**src/rtl/icache_line_filler_pkg.sv**
```systemverilog
// Shared definitions for the I-cache line refill engine: FSM state encodings,
// line geometry and the tag-width derivation from the physical address width.
package icache_line_filler_pkg;

   localparam int LINE_WORDS     = 4;
   localparam int PABITS_DEFAULT = 36;

   typedef enum logic [1:0] {
      FILL_IDLE  = 2'd0,
      FILL_INVAL = 2'd1,
      FILL_FILL  = 2'd2,
      FILL_VALID = 2'd3
   } fill_state_t;

   // Tag covers everything above the 12-bit index/offset field.
   function automatic int tag_bits(input int pabits);
      return pabits - 12;
   endfunction

endpackage

```
**src/rtl/icache_line_filler.sv**
```systemverilog
// I-cache refill engine: on a miss, invalidates the victim line, fetches the
// 4-word line critical-word-first from memory, writes each word into the data
// array through a one-cycle registered fill stage, then validates the tag.
module icache_line_filler
   import icache_line_filler_pkg::*;
#(
   parameter  int PABITS  = PABITS_DEFAULT,
   localparam int TAGBITS = tag_bits(PABITS)
) (
   input  logic               clock,
   input  logic               reset,
   input  logic               Req,
   input  logic [TAGBITS-1:0] ReqTag,
   input  logic [7:0]         ReqIndex,
   input  logic [1:0]         ReqOffset,
   input  logic               Abort,
   output logic               Busy,
   output logic               Done,
   output logic               CriticalReady,
   output logic [31:0]        CriticalWord,
   output logic               MemRead,
   output logic [PABITS-1:0]  MemAddress,
   input  logic [31:0]        MemDataIn,
   input  logic               MemReady,
   output logic               TagOwn,
   output logic [TAGBITS-1:0] SetTag,
   output logic [7:0]         SetIndex,
   output logic               InvalidateLine,
   output logic               ValidateLine,
   output logic [7:0]         LineIndex,
   output logic [1:0]         LineOffset,
   output logic [31:0]        LineIn,
   output logic               FillLine
);

   fill_state_t        r_state;
   fill_state_t        w_next;
   logic               w_accept;
   logic               w_capture;
   logic               w_last;

   logic [TAGBITS-1:0] r_tag;
   logic [7:0]         r_index;
   logic [1:0]         r_ptr;
   logic [1:0]         r_cnt;

   logic               r_fill_valid;
   logic [1:0]         r_fill_ofs;
   logic [31:0]        r_fill_data;
   logic               r_crit_ready;
   logic [31:0]        r_crit_word;

   assign w_last = (r_cnt == 2'(LINE_WORDS - 1));

   // Next-state logic; Abort in INVAL/FILL wins over any same-cycle MemReady.
   always_comb begin
      w_next    = r_state;
      w_accept  = 1'b0;
      w_capture = 1'b0;
      case (r_state)
         FILL_IDLE: begin
            if (Req) begin
               w_accept = 1'b1;
               w_next   = FILL_INVAL;
            end
         end
         FILL_INVAL: begin
            w_next = Abort ? FILL_IDLE : FILL_FILL;
         end
         FILL_FILL: begin
            if (Abort) begin
               w_next = FILL_IDLE;
            end else if (MemReady) begin
               w_capture = 1'b1;
               if (w_last) begin
                  w_next = FILL_VALID;
               end
            end
         end
         FILL_VALID: begin
            w_next = FILL_IDLE;
         end
         default: begin
            w_next = FILL_IDLE;
         end
      endcase
   end

   // State register.
   always_ff @(posedge clock) begin
      if (reset) begin
         r_state <= FILL_IDLE;
      end else begin
         r_state <= w_next;
      end
   end

   // Request latch and word pointer/counter (pointer wraps within the line).
   always_ff @(posedge clock) begin
      if (reset) begin
         r_tag   <= '0;
         r_index <= '0;
         r_ptr   <= '0;
         r_cnt   <= '0;
      end else if (w_accept) begin
         r_tag   <= ReqTag;
         r_index <= ReqIndex;
         r_ptr   <= ReqOffset;
         r_cnt   <= '0;
      end else if (w_capture) begin
         r_ptr   <= r_ptr + 2'd1;
         r_cnt   <= r_cnt + 2'd1;
      end
   end

   // Fill-write stage: each accepted word is written to the data array one cycle later.
   always_ff @(posedge clock) begin
      if (reset) begin
         r_fill_valid <= 1'b0;
         r_fill_ofs   <= '0;
         r_fill_data  <= '0;
         r_crit_ready <= 1'b0;
         r_crit_word  <= '0;
      end else begin
         r_fill_valid <= w_capture;
         r_crit_ready <= w_capture && (r_cnt == 2'd0);
         if (w_capture) begin
            r_fill_ofs  <= r_ptr;
            r_fill_data <= MemDataIn;
         end
         if (w_capture && (r_cnt == 2'd0)) begin
            r_crit_word <= MemDataIn;
         end
      end
   end

   assign Busy           = (r_state != FILL_IDLE);
   assign TagOwn         = (r_state == FILL_INVAL) || (r_state == FILL_VALID);
   assign InvalidateLine = (r_state == FILL_INVAL);
   assign ValidateLine   = (r_state == FILL_VALID);
   assign Done           = (r_state == FILL_VALID);
   assign MemRead        = (r_state == FILL_FILL);
   assign MemAddress     = {r_tag, r_index, r_ptr, 2'b00};

   assign SetTag         = r_tag;
   assign SetIndex       = r_index;
   assign LineIndex      = r_index;
   assign LineOffset     = r_fill_ofs;
   assign LineIn         = r_fill_data;
   assign FillLine       = r_fill_valid;
   assign CriticalReady  = r_crit_ready;
   assign CriticalWord   = r_crit_word;

endmodule

```
**config.mk**
```make
export PLATFORM = sky130hd
export DESIGN_NAME = icache_line_filler
export DESIGN_NICKNAME = d
export VERILOG_FILES = /design/src/rtl/icache_line_filler_pkg.sv /design/src/rtl/icache_line_filler.sv
export SDC_FILE = /design/constraint.sdc
export NUM_CORES = 1
export LEC_CHECK = 0
export CAP_MARGIN = 40
export CORE_AREA = 2 2 85 87
export CTS_CLUSTER_SIZE = 20
export DETAILED_ROUTE_END_ITERATION = 10
export DIE_AREA = 0 0 87 89
export DONT_BUFFER_PORTS = 1
export PLACE_DENSITY_LB_ADDON = 0.3
export SYNTH_ARGS = -nofsm -noshare
export SYNTH_HDL_FRONTEND = slang
export SYNTH_SLANG_ARGS = --single-unit
```
**constraint.sdc**
```tcl
create_clock -name clock -period 3.4 [get_ports clock]
set_input_delay 0.68 -clock clock [delete_from_list [all_inputs] [get_ports clock]]
set_output_delay 0.68 -clock clock [all_outputs]
set_load 0.1 [all_outputs]
```
==> metrics.cfg <==
[clock_tree]
postCtsSetupBuffers=0
cts_resized=0
clockBufferDepth=2
cts.clk_slew.worst_paths_ps=100
h-tree-depth=3
clk_latency_ps=360
cts.sinks=106
cts-buffers-inserted=9
cts_root_buf=clkbuf_8
cts_tree=yes
cts-hold-fix-buffers=0

[finish]
final_cell_mix=nand2_1 (134), a21oi_1 (99), dfxtp_1 (74)
final_common_cell=nand2_1
antenna-diode-count=0
fin_util_pct=91.4
syn_to_final_growth_pct=46.8
nFillCells=238
layout-drive-gt1-share_pct=29.6
seqCellArea_mm2=0.00217
nets=629
multiInputGateArea_mm2=0.00155

[sta]
finalCritPeriodShare_pct=71.2
final_max_slew_viol_count=0
fin_setup_tns_ps=0
finalHoldViolCount=0
min_period_ps=2420
worstMarginPinSlew_ps=872
fmax_ghz=0.413
setup_viol=0
clock-skew-final_ps=11.3
relSlewSlack_pct=41.9
rsz0062_at_grt=false
whs_ps=368

[pwr]
p_switching_w=0.00103
power_w=0.00294
p_sw_share_pct=35.0
p_leak_nw=2.30
peakVddDrop_uv=389
p_per_area_mw_per_mm2=478
p_int_w=0.00191
power_frac_comb_pct=18.4
seq_power_share_pct=51.1
clkPwrFrac_pct=30.5

[critical_path]
critPathSlowestCell=buf_4
crit_chain=buf_4, and2_2, buf_4
cp-start-kind=flip-flop
arrival_ps=1740
cp.required_ps=2720
critPathMaxFanout=9
crit_top_cell=buf_4
end_kind=output pin
crit_path_max_incr_delay_ps=470
worst-path-buf-inv=2
crit_type=flip-flop to output pin
reg2reg_depth=5
crit_family=buffers and inverters
cp.depth=3

[global_routing]
grt_use_total_pct=35.5
grt_pass1_vias=3981
antenna_found_initial=0
grt_first_pass_wirelength_mm=20.9
overflow=0
grt_max_degree=107

[placed_design]
gp_congestion=0.730
hpwl_mm=9.73
numPortBuffers=0

[floorplanning]
die_h_um=89
dieArea_mm2=0.00774
io_pins=221
rows=30
floorplan.initialDensity_pct=62.2
coreArea_mm2=0.00672
die_w_um=87

[logic_synthesis]
synth-edff-count=0
synthCells=519
ys_seq_area_share_pct=50.8
ys_ff_latch=106
synth_flop_cell=dfxtp_1
netlist_area_mm2=0.00418
ys_types=28
synthArstFlopShare_pct=0
yosys_warnings=0
avgSynthCellArea_um2=8.05

[route]
drt-initial-drc-count=230
vias_per_cell=6.02
routedWlPerCell_um=21.8
via_count=3860
ant_nets=0
drt_pass1_iterations=5
routed_wl_mm=13.9
drc_errors=0

[worst_hold_path]
hold_class=input pin to flip-flop
whs_path_depth=1

[run_status]
outcome=finished, final reports clean

[job]
maxCapViolCount=0

-- metal layers --
| metal | GRT usage [%] | part of all wire [%] | routed length (µm) |
|---|---|---|---|
| met5 | 0 | 0 | 0 |
| met2 | 64.9 | 53 | 7430 |
| met4 | 20.3 | 4.5 | 634 |
| met1 | 35.3 | 33 | 4570 |
| met3 | 11.4 | 9.5 | 1320 |
-- synth_stat cells, types with 2 or more instances --
| cell type | instances | share of area, % |
|---|---|---|
| nand2_1 | 134 | 12 |
| dfxtp_1 | 106 | 51 |
| a21oi_1 | 99 | 12 |
| buf_4 | 47 | 8.4 |
| o21ai_0 | 33 | 4.0 |
| nand3_1 | 32 | 3.8 |
| clkbuf_1 | 20 | 1.8 |
| buf_2 | 17 | 2.0 |
| nor2_1 | 5 | 0.45 |
| inv_1 | 4 | 0.36 |
| nor3_1 | 3 | 0.36 |
| ha_1 | 2 | 0.60 |
| nor2b_1 | 2 | 0.30 |
-- path summary, 6_finish.rpt --
| path | from | end | slack (ps) |
|---|---|---|---|
| setup reg to reg | r_state[0]$_SDFFE_PP0P_ | r_ptr[0]$_SDFFE_PP0P_ | 1330 |
| setup / recovery | r_state[0]$_SDFFE_PP0P_ | Done | 980 |
| hold / removal | reset | LineIn[14]$_SDFFE_PP0P_ | 370 |
| hold reg to reg | LineIn[4]$_SDFFE_PP0P_ | LineIn[4]$_SDFFE_PP0P_ | 480 |
-- final cells by class --
cell class,count,area share (%)
Multi-Input combinational cell,324,25.2
Inverter,4,0.245
Clock buffer,11,2.49
Timing Repair Buffer,111,33.8
Clock inverter,5,1.35
Tap cell,80,1.63
Sequential cell,106,35.3
-- cell families after synthesis --
group,synth area share (%)
simple gates,18.3
compound gates,16.7
flops,50.8
buf+inv,13.0
fa+ha+maj,0.599
other cells,0.0897
xor+xnor,0.210
mux,0.239
-- sequential cells by signal (all words and copies together) (netlist names) --
signal,count
FillLine,1
CriticalReady,1
LineIndex,8
r_ptr,2
SetTag,24
r_state,2
LineIn,32
CriticalWord,32
LineOffset,2
r_cnt,2
-- power by group through the flow --
stage	Clock, W	Sequential [W]	Combinational, W
finish	0.000894	0.00150	0.000540
global route	0.000940	0.00150	0.000552
CTS	0.000895	0.00150	0.000539
detailed placement	0	0.00153	0.000536
global placement	0	0.00169	0.000218
floorplan	0	0.00154	0.000374
-- through the flow --
step | area (µm²) | setup WS [ps] | instances
after floorplan | 4180 | 909 | 520
after CTS | 6140 | 977 | 641
final | 6140 | 979 | 641
after detailed placement | 5900 | 1300 | 625
after global placement | 4050 | 1410 | 530
after global routing | 6140 | 954 | 641
Power figures use the tool's default switching activity.
